### src/rtl/arb_requester.sv
// Requester-side client of a 4-phase req/gnt arbiter: takes a burst job,
// requests the bus, streams one beat per granted cycle, then releases.
module arb_requester #(
  parameter int LEN_W   = 4,
  parameter int TIMEOUT = 8
) (
  input  logic             clock,
  input  logic             reset,
  input  logic             job_valid,
  input  logic [LEN_W-1:0] job_len,
  output logic             job_ready,
  output logic             req,
  input  logic             gnt,
  output logic             xfer_en,
  output logic             done,
  output logic             timeout,
  output logic             busy
);

  // A zero TIMEOUT disables the wait limit, but the counter keeps one bit.
  localparam int WAIT_W = (TIMEOUT > 0) ? $clog2(TIMEOUT + 1) : 1;
  localparam logic [WAIT_W-1:0] WAIT_LAST = WAIT_W'((TIMEOUT > 0) ? TIMEOUT - 1 : 0);
  localparam logic [WAIT_W-1:0] WAIT_MAX  = '1;

  typedef enum logic [1:0] {
    IDLE = 2'd0,
    REQ  = 2'd1,
    XFER = 2'd2,
    REL  = 2'd3
  } stateT;

  stateT             r_state;
  logic              r_req;
  logic              r_done;
  logic              r_timeout;
  logic [LEN_W-1:0]  r_len;
  logic [LEN_W-1:0]  r_beatCnt;
  logic [WAIT_W-1:0] r_waitCnt;

  stateT             w_nextState;
  logic              w_nextReq;
  logic              w_nextDone;
  logic              w_nextTimeout;
  logic [LEN_W-1:0]  w_nextLen;
  logic [LEN_W-1:0]  w_nextBeat;
  logic [WAIT_W-1:0] w_nextWait;
  logic              w_accept;
  logic              w_lastBeat;

  assign w_accept   = job_valid && (r_state == IDLE);
  assign w_lastBeat = (r_beatCnt == LEN_W'(r_len - LEN_W'(1)));

  always_ff @(posedge clock) begin
    if (reset) begin
      r_state   <= IDLE;
      r_req     <= 1'b0;
      r_done    <= 1'b0;
      r_timeout <= 1'b0;
      r_len     <= '0;
      r_beatCnt <= '0;
      r_waitCnt <= '0;
    end else begin
      r_state   <= w_nextState;
      r_req     <= w_nextReq;
      r_done    <= w_nextDone;
      r_timeout <= w_nextTimeout;
      r_len     <= w_nextLen;
      r_beatCnt <= w_nextBeat;
      r_waitCnt <= w_nextWait;
    end
  end

  always_comb begin
    w_nextState   = r_state;
    w_nextReq     = r_req;
    w_nextDone    = 1'b0;
    w_nextTimeout = 1'b0;
    w_nextLen     = r_len;
    w_nextBeat    = r_beatCnt;
    w_nextWait    = r_waitCnt;
    unique case (r_state)
      IDLE: begin
        w_nextReq = 1'b0;
        if (w_accept) begin
          w_nextLen  = job_len;
          w_nextBeat = '0;
          if (job_len == '0) begin
            w_nextDone = 1'b1;
          end else begin
            w_nextState = REQ;
            w_nextReq   = 1'b1;
            w_nextWait  = '0;
          end
        end
      end
      REQ: begin
        if (gnt) begin
          w_nextState = XFER;
        end else if ((TIMEOUT != 0) && (r_waitCnt == WAIT_LAST)) begin
          w_nextState   = REL;
          w_nextReq     = 1'b0;
          w_nextTimeout = 1'b1;
        end else if (r_waitCnt != WAIT_MAX) begin
          w_nextWait = r_waitCnt + WAIT_W'(1);
        end
      end
      XFER: begin
        // A dropped grant pauses the burst; there is no limit on the pause.
        if (gnt) begin
          if (w_lastBeat) begin
            w_nextState = REL;
            w_nextReq   = 1'b0;
            w_nextDone  = 1'b1;
          end else begin
            w_nextBeat = r_beatCnt + LEN_W'(1);
          end
        end
      end
      REL: begin
        w_nextReq = 1'b0;
        if (!gnt) begin
          w_nextState = IDLE;
        end
      end
      default: begin
        w_nextState = IDLE;
        w_nextReq   = 1'b0;
      end
    endcase
  end

  assign job_ready = (r_state == IDLE);
  assign busy      = (r_state != IDLE);
  assign xfer_en   = (r_state == XFER) && gnt;
  assign req       = r_req;
  assign done      = r_done;
  assign timeout   = r_timeout;

endmodule
### config.mk
export PLATFORM = sky130hd
export DESIGN_NAME = arb_requester
export DESIGN_NICKNAME = d
export VERILOG_FILES = /design/src/rtl/arb_requester.sv
export SDC_FILE = /design/constraint.sdc
export NUM_CORES = 1
export LEC_CHECK = 0
export BUFFER_PORTS_ARGS = -buffer_cell sky130_fd_sc_hd__buf_2
export CAP_MARGIN = 25
export CORE_MARGIN = 3
export CORE_UTILIZATION = 45
export CTS_BUF_LIST = sky130_fd_sc_hd__clkbuf_8
export DETAILED_ROUTE_END_ITERATION = 10
export PLACE_DENSITY_LB_ADDON = 0.3
export SLEW_MARGIN = 20
export SYNTH_ARGS = -nofsm -noshare
export SYNTH_HDL_FRONTEND = slang
export SYNTH_SLANG_ARGS = --single-unit
### constraint.sdc
create_clock -name clock -period 2.4 [get_ports clock]
set_clock_uncertainty 0.1 [all_clocks]
set_input_delay 0.12 -clock clock [delete_from_list [all_inputs] [get_ports clock]]
set_output_delay 0.12 -clock clock [all_outputs]
set_load 0.01 [all_outputs]
==> impl_results.md, run 1 <==
- CTS tree: built
- Final hold violations: 0
- Final Cycle Share: 0.856
- Largest net degree at the start of global routing: 19
- Max IR drop VDD: 0.579 mV
- Total Nets Final: 157
- Post-synth ARST share: 0
- Drt drc: 0
- # IOs: 14
- Root Buffer Master: clkbuf_8
- Synth Cell Area: 1010 um^2
- WP data arrival: 2.09 ns
- Post-synthesis sequential area ratio: 0.336
- Largest family of logic cells by synthesized area: simple AND/OR/NAND/NOR gates
- HP Class: primary input to register
- Vias in the first global route: 889
- Comb pwr share: 0.496
- Worst skew pair latency: ~0.25 ns
- Hold WS: 0.0187 ns
- Hold buffers post-CTS: 0
- Startpoint types: register
- Post-DP Area: 1110 um^2
- Slew Limit Fails: 0
- Initial Utilization: 0.496
- Fin area: about 1200 um^2
- Synth cell count leaders: dfxtp_1, nand2_1, a21oi_1
- Area leader, netlist: dfxtp_1
- Post-CTS setup buffers: 0
- Syn_nets: 141
- Post-Synth Simple-Gate Area: 0.264
- Via count: 930
- Seq pwr share: 0.321
- YS warnings: 0
- Sw Pwr: 0.488 mW
- Switch share: 0.422
- WS Path Type: register to register
- First-pass GRT wire length: around 3800 um
- Number of synthesized flops with an enable pin: 0
- WP data required: 2.44 ns
- #FFs+latches synth: 17
- Setup TNS: 0 ns
- Via density: 5.54
- CTS clk-pin slew, worst paths: 0.06 ns
- Input/output buffers: 13
- Cell Pwr Density: 1000 nW/um^2
- Yosys cell types: 32
- Largest fanout on the critical path: 5
- Routed WL per cell: 12.5 um
- Syn-to-layout area delta: 14.0%
- Crit path capture type: register
- GRT Total Usage: 0.180
- Row count: 16
- Clk pwr share: 0.183
- CP startpoint: r_len[0]$_SDFFE_PP0P_
- Die Ht: 53.5 um
- Reg area: 340 um^2
- Post_cts resized: 0
- Area of the multi-input gates: 624 um^2
- Die span in x: 53.5 um
- Deepest clock path buffer count: 2
- Post-Route WL: roughly 2100 um
- Yosys top cell area share: 0.336
- CTS Buf Count: 3
- Routability cong.: 0.788
- First-iteration detailed-routing DRC count: 14
- Prevailing post-synth register cell: dfxtp_1
- Clk sink count: 17
- Internal power: 0.668 mW
- Most common cell in the netlist: dfxtp_1
- RSZ-0062 raised after global routing: no
- Synth area leaders: dfxtp_1, ha_1, a21oi_1
- Routed Antenna Nets: 0
- # Max-Cap Violations: 0
- GR Overflow Total: 0
- Placed cell count: 164
- Worst R2R Start: r_len[0]$_SDFFE_PP0P_
- Fmax: 487 MHz
- Final core occ: 0.566
- Non-filler instance count after layout: 168
- Fillers: roughly 190
- Synth Instances: 126
- Synth Area in Adders: 0.0864
- DP Wirelength: 1570 um
- Crit path time final: 2.05 ns
- Die area: 2860 um^2
- Slew margin rel.: 0.647
- Setup-failing EPs final: 0
- Mux cell area share after synthesis: 0.0309
- Mapped Avg Cell Area: 8.04 um^2
- DRT Pass-1 Iters: 4
- Antenna fix cells: 0
- Leakage: 0.469 nW
- Core footprint: about 2000 um^2
- Slew @ Worst Pin: 0.524 ns
- Hold path startpoint: job_len[1]
- H-tree level count: 1
- Synth Area in XOR/XNOR: 0.0580
- Initial antenna violation count: 0
- Layout cells sized above 1: 0.156
- Status: finished, final reports clean
- Post-synthesis compound-gate area fraction: 0.177
[cells in the final DEF, fill, tap and decap left out]
| cell | netlist | layout |
|---|---|---|
| buf_4 | 0 | 1 |
| o32ai_1 | 1 | 1 |
| nand2b_1 | 4 | 4 |
| a31o_2 | 1 | 1 |
| inv_1 | 10 | 10 |
| ha_1 | 7 | 7 |
| o21ai_0 | 4 | 4 |
| clkbuf_8 | 0 | 3 |
| buf_2 | 0 | 13 |
| nand3_1 | 7 | 7 |
| xor3_1 | 1 | 1 |
| xor2_1 | 1 | 1 |
| a21oi_1 | 14 | 14 |
| a211oi_1 | 1 | 1 |
| nor3_1 | 5 | 5 |
| nor4_1 | 2 | 2 |
| clkinv_2 | 0 | 1 |
| nor2b_1 | 1 | 1 |
| mux2_1 | 1 | 1 |
| a22oi_1 | 1 | 1 |
| nand2_1 | 15 | 15 |
| mux2i_1 | 2 | 2 |
| nor3b_1 | 2 | 2 |
| o21a_1 | 2 | 2 |
| a31oi_1 | 3 | 3 |
| and2_1 | 4 | 4 |
| nand3b_1 | 2 | 2 |
| nand2_2 | 1 | 1 |
| nor2_1 | 8 | 8 |
| nor3_4 | 1 | 1 |
| dfxtp_1 | 17 | 17 |
| o22ai_1 | 1 | 1 |
| o32ai_2 | 1 | 1 |
| xnor2_1 | 3 | 3 |
[final cells by class]
type                    count  share of cell area
clock inverters             1             0.00433
flip-flops and latches     17               0.295
inverters                  10              0.0325
well taps                  27              0.0293
repair buffers             14              0.0628
multi-input cells          96               0.541
clock buffers               3              0.0358
[kinds of logic after synthesis]
| group | count (synthesis) |
|---|---|
| simple gates | 52 |
| compound gates | 29 |
| flops | 17 |
| mux | 3 |
| xor+xnor | 5 |
| fa+ha+maj | 7 |
| buf+inv | 13 |
[worst max-delay path, stage by stage, from the launching register on]
cell and delay, ns:
dfxtp_1 0.39, inv_1 0.06, ha_1 0.30, xnor2_1 0.16, nor3_4 0.27, nand2_2 0.11
o32ai_2 0.22, mux2_1 0.33
[registers in the layout, indices dropped and copies added (netlist names)]
| name | cells |
|---|---|
| r_state | 2 |
| timeout | 1 |
| req | 1 |
| r_len | 4 |
| r_beatCnt | 4 |
| done | 1 |
| r_waitCnt | 4 |
[worst paths after layout]
path,depth (start not counted),slack [ns],end
setup / recovery,7,0.35,req$_SDFFE_PP0P_
hold / removal,3,0.02,r_len[1]$_SDFFE_PP0P_
setup reg to reg,7,0.35,req$_SDFFE_PP0P_
hold reg to reg,2,0.38,r_len[1]$_SDFFE_PP0P_
[through the flow]
stage / power (mW) / worst slack, ns
finish: 1.16 / 0.345
CTS: 1.16 / 0.334
detailed placement: 0.943 / 0.350
global placement: 0.925 / 0.392
global route: 1.25 / 0.223
floorplan: 0.798 / 0.451
[routing by layer]
metal	vias up	track usage	part of all wire
met4	0	0.0936	0.017
li1	474	-	-
met1	420	0.234	0.48
met2	31	0.286	0.45
met5	-	0	0
met3	5	0.0254	0.057
[power by group through the flow]
stage	Combinational (mW)	Clock, mW	Sequential, mW
3_3_place_gp	0.551	0	0.374
6_report	0.573	0.211	0.371
4_1_cts	0.572	0.219	0.371
5_1_grt	0.646	0.228	0.379
3_5_place_dp	0.565	0	0.377
2_1_floorplan	0.429	0	0.369
(Power assumes the default switching activity.)
==> run 2: changes to the inputs <==
Settings changed: MAX_ROUTING_LAYER from default to met4.
==> impl_results.md, run 2 (synthesis results as in run 1) <==
- Worst setup endpoint: req$_SDFFE_PP0P_
- CTS Buf Count: 3
- Via density: 5.45
- Input/output buffers: 13
- HP Class: primary input to register
- Setup-failing EPs final: 0
- CP delay by family, top: flip-flops
- Crit-path cells: inv_1 > ha_1 > xnor2_1 > nor3_4 > nand2_2 > o32ai_2 > mux2_1
- Hold buffers post-CTS: 0
- # Max-Cap Violations: 0
- Antenna fix cells: 0
- Setup TNS: 0 ns
- Met3 WL: 111 um
- Largest net degree at the start of global routing: 19
- First-pass GRT wire length: 3770 um
- Vias in the first global route: 890
- Die area: 2860 um^2
- Slowest stage delay, CP: 0.39 ns
- Final hold violations: 0
- Initial Utilization: 0.496
- CP max-delay cell: dfxtp_1
- Die Ht: 53.5 um
- Most frequent cells in the layout: dfxtp_1, nand2_1, a21oi_1
- Routed Antenna Nets: 0
- Die span in x: around 53 um
- Deepest clock path buffer count: 2
- RSZ-0062 raised after global routing: no
- Core footprint: 2040 um^2
- Max IR drop VDD: 0.578 mV
- GR Overflow Total: 0
- Layout cells sized above 1: 0.156
- Slew @ Worst Pin: about 0.53 ns
- GRT Total Usage: 0.185
- CP startpoint: r_len[0]$_SDFFE_PP0P_
- Final Cycle Share: 0.855
- Cell Pwr Density: 1000 nW/um^2
- Hold Crit Depth: 3
- Clk sink count: 17
- Critical Path Stages: 7
- Crit path time final: ~2.1 ns
- Post-Route WL: 2110 um
- Top layer in use: met4
- Row count: 16
- WS Path Type: register to register
- Worst path buffer plus inverter count: 1
- Most common cell after layout, fill and taps aside: dfxtp_1
- DRT Pass-1 Iters: 4
- Root Buffer Master: clkbuf_8
- CTS clk-pin slew, worst paths: 0.07 ns
- Total Nets Final: 157
- Routed WL per cell: 12.6 um
- Post-CTS setup buffers: 0
- Slew Limit Fails: 0
- Initial antenna violation count: 0
- WP data arrival: 2.09 ns
- Routability cong.: 0.799
- R2R cell count: 7
- Drt drc: 0
- Status: finished, final reports clean
- Largest fanout on the critical path: 5
- Post_cts resized: 0
- Worst flop-to-flop path endpoint: req$_SDFFE_PP0P_
- Worst skew pair latency: 0.25 ns
- # IOs: 14
- Startpoint types: register
- First-iteration detailed-routing DRC count: 25
- CTS tree: built
- H-tree level count: 1
- Leakage: between 0.4 and 0.5 nW
- Crit path capture type: register
- Largest regs: r_beatCnt: 4 flops, r_len: 4 flops, r_waitCnt: 4 flops
- Post-Route M1 WL: 1010 um
- DP Wirelength: approximately 1600 um
- Slew margin rel.: 0.644
- Fmax: 487 MHz
- Worst R2R Start: r_len[0]$_SDFFE_PP0P_
- Syn-to-layout area delta: 14.0%
- Via count: 915
- Met2 WL: around 950 um
- Hold WS: roughly 0.016 ns
- Reg-to-reg slack, setup: 0.35 ns
- WP data required: 2.44 ns
- Final core occ: 0.566
run 2: cell counts in the layout (fill, tap and decap cells not counted):
Identical to the previous run, type by type.
run 2: worst min-delay path by stage:
stage | startpoint | to | slack, ns
6_report | job_len[1] | r_len[1]$_SDFFE_PP0P_ | 0.02
5_1_grt | job_len[3] | r_len[3]$_SDFFE_PP0P_ | 0.03
4_1_cts | job_len[3] | r_len[3]$_SDFFE_PP0P_ | 0.01
3_5_place_dp | job_len[3] | r_len[3]$_SDFFE_PP0P_ | 0.28
3_3_place_gp | job_len[3] | r_len[3]$_SDFFE_PP0P_ | 0.27
2_1_floorplan | job_len[3] | r_len[3]$_SDFFE_PP0P_ | 0.16
run 2: power breakdown:
group	total, mW	internal (mW)	switching, mW
logic	0.574	0.227	0.348
registers	0.371	0.326	0.0450
clock network	0.213	0.115	0.0981
run 2: worst register-to-register path: stages (launching register included):
cell     delay (ns)
dfxtp_1        0.39
inv_1          0.06
ha_1           0.30
xnor2_1        0.16
nor3_4         0.27
nand2_2        0.11
o32ai_2        0.22
mux2_1         0.33
run 2: metrics by stage:
step	area, um^2	cells	worst slack [ns]	power (mW)
after CTS	1150	168	0.334	1.16
after global placement	1110	164	0.392	0.925
after global routing	1150	168	0.223	1.25
final	1150	168	0.347	1.16
after detailed placement	1110	164	0.350	0.943
after floorplan	1010	126	0.451	0.798
run 2: cell type report:
| cell class | instances | area, um^2 |
|---|---|---|
| flip-flops and latches | 17 | 340 |
| fillers | 192 | 887 |
| multi-input cells | 96 | 624 |
| repair buffers | 14 | 72.6 |
| inverters | 10 | 37.5 |
| clock buffers | 3 | 41.3 |
| well taps | 27 | 33.8 |
| clock inverters | 1 | 5.00 |
run 2: per-layer routing:
layer / vias up / global-route usage
li1: 473 / -
met1: 412 / 0.235
met2: 25 / 0.286
met3: 5 / 0.0254
met4: 0 / 0.0936
met5: - / -
==> run 3: changes to the inputs <==
Settings changed: PLACE_DENSITY from default to 0.75, PLACE_DENSITY_LB_ADDON 0.3 to default.
==> impl_results.md, run 3 (synthesis results as in run 1) <==
- Status: finished, final reports clean
- First-iteration detailed-routing DRC count: 4
- # Max-Cap Violations: 0
- Die Ht: ~53 um
- Via density: 5.55
- CTS Buf Count: 3
- Hold Crit Depth: 3
- Vias in the first global route: 878
- DP Wirelength: 1680 um
- H-tree level count: 1
- Post-Route WL: 2230 um
- Final hold violations: 0
- Startpoint types: register
- Slew @ Worst Pin: ~0.52 ns
- Hold path startpoint: job_len[1]
- Die area: 2860 um^2
- CTS clk-pin slew, worst paths: about 0.060 ns
- Routability cong.: 0.877
- Reg area: 340 um^2
- GR Overflow Total: 0
- Worst R2R Start: r_state[0]$_SDFFE_PP0P_
- CTS tree: built
- HP Class: primary input to register
- Routed Antenna Nets: 0
- GRT Total Usage: 0.189
- Die span in x: between 50 and 60 um
- Routed WL per cell: 13.3 um
- Most common cell after layout, fill and taps aside: dfxtp_1
- Layout cells sized above 1: 0.149
- Crit path time final: between 2 and 2.5 ns
- Total Nets Final: ~160
- First-pass GRT wire length: around 3700 um
- Cell Pwr Density: between 1000 and 1500 nW/um^2
- Placed cell count: 164
- Slew margin rel.: 0.651
- Antenna fix cells: 0
- WS Path Type: register to register
- Non-filler instance count after layout: 168
- Root Buffer Master: clkbuf_8
- Final Cycle Share: 0.869
- Post-CTS setup buffers: 0
- Initial Utilization: 0.496
- Reg-to-reg slack, setup: 0.32 ns
- CP startpoint: r_state[0]$_SDFFE_PP0P_
- Clk sink count: 17
- R2R cell count: 7
- Core footprint: 2040 um^2
- Slew Limit Fails: 0
- WP data required: 2.49 ns
- WP data arrival: 2.17 ns
- Drt drc: 0
- DRT Pass-1 Iters: 4
- Post_cts resized: 0
- Worst skew pair latency: about 0.25 ns
- Initial antenna violation count: 0
- Area of the multi-input gates: 624 um^2
- Largest regs: r_beatCnt: 4 flops, r_len: 4 flops, r_waitCnt: 4 flops
- Largest net degree at the start of global routing: 19
- Fillers: 210
- Leakage: 0.470 nW
- Syn-to-layout area delta: 13.8%
- Most frequent cells in the layout: dfxtp_1, nand2_1, a21oi_1
- Largest fanout on the critical path: 7
- RSZ-0062 raised after global routing: no
- Hold buffers post-CTS: 0
- Setup TNS: 0 ns
- Crit path capture type: register
- # IOs: 14
- Deepest clock path buffer count: 2
- Fmax: 480 MHz
- Row count: 16
- Input/output buffers: 13
- Max IR drop VDD: 0.522 mV
- Setup-failing EPs final: 0
- Via count: approximately 930
run 3: cell types whose count changed in the layout (fill, tap and decap cells not counted), sizes merged:
cell,before,now
clkinv,1,0
inv,10,11
run 3: path summary, 6_finish.rpt:
check                              end
max reg2reg  r_beatCnt[3]$_SDFFE_PP0P_
max          r_beatCnt[3]$_SDFFE_PP0P_
min reg2reg      r_len[1]$_SDFFE_PP0P_
min              r_len[1]$_SDFFE_PP0P_
run 3: critical path: stages, from the launching register on:
cell and delay, ns:
dfxtp_1 0.36, inv_1 0.10, ha_1 0.18, inv_1 0.07, nor2_1 0.40, o22ai_1 0.23, nor3b_1 0.35, mux2i_1 0.22
run 3: cell type report:
cell class / count / area share
flip-flops and latches: 17 / 0.295
repair buffers: 14 / 0.0629
inverters: 10 / 0.0325
well taps: 27 / 0.0293
clock buffers: 3 / 0.0358
multi-input cells: 96 / 0.541
clock inverters: 1 / 0.00325
run 3: metrics by stage:
step | area [um^2] | hold slack [ns] | utilization | setup slack, ns | total power [mW]
5_1_grt | 1150 | 0.0315 | 0.565 | 0.147 | 1.26
6_report | 1150 | 0.0189 | 0.565 | 0.315 | 1.16
2_1_floorplan | 1010 | 0.156 | - | 0.451 | 0.798
3_5_place_dp | 1110 | 0.287 | 0.543 | 0.362 | 0.952
4_1_cts | 1150 | 0.0132 | 0.565 | 0.338 | 1.17
3_3_place_gp | 1110 | 0.279 | 0.543 | 0.397 | 0.934
run 3: routing by layer:
| metal | up-vias | share of wire | track usage |
|---|---|---|---|
| met1 | 444 | 0.45 | 0.203 |
| met5 | - | 0 | - |
| met3 | 5 | 0.047 | 0.0620 |
| met4 | 0 | 0.015 | 0.0979 |
| met2 | 15 | 0.49 | 0.306 |
| li1 | 468 | - | - |
run 3: power by group:
group / switching [mW] / internal (mW)
clock: 0.0966 / 0.114
sequential: 0.0453 / 0.326
combinational: 0.350 / 0.229
total: 0.492 / 0.669
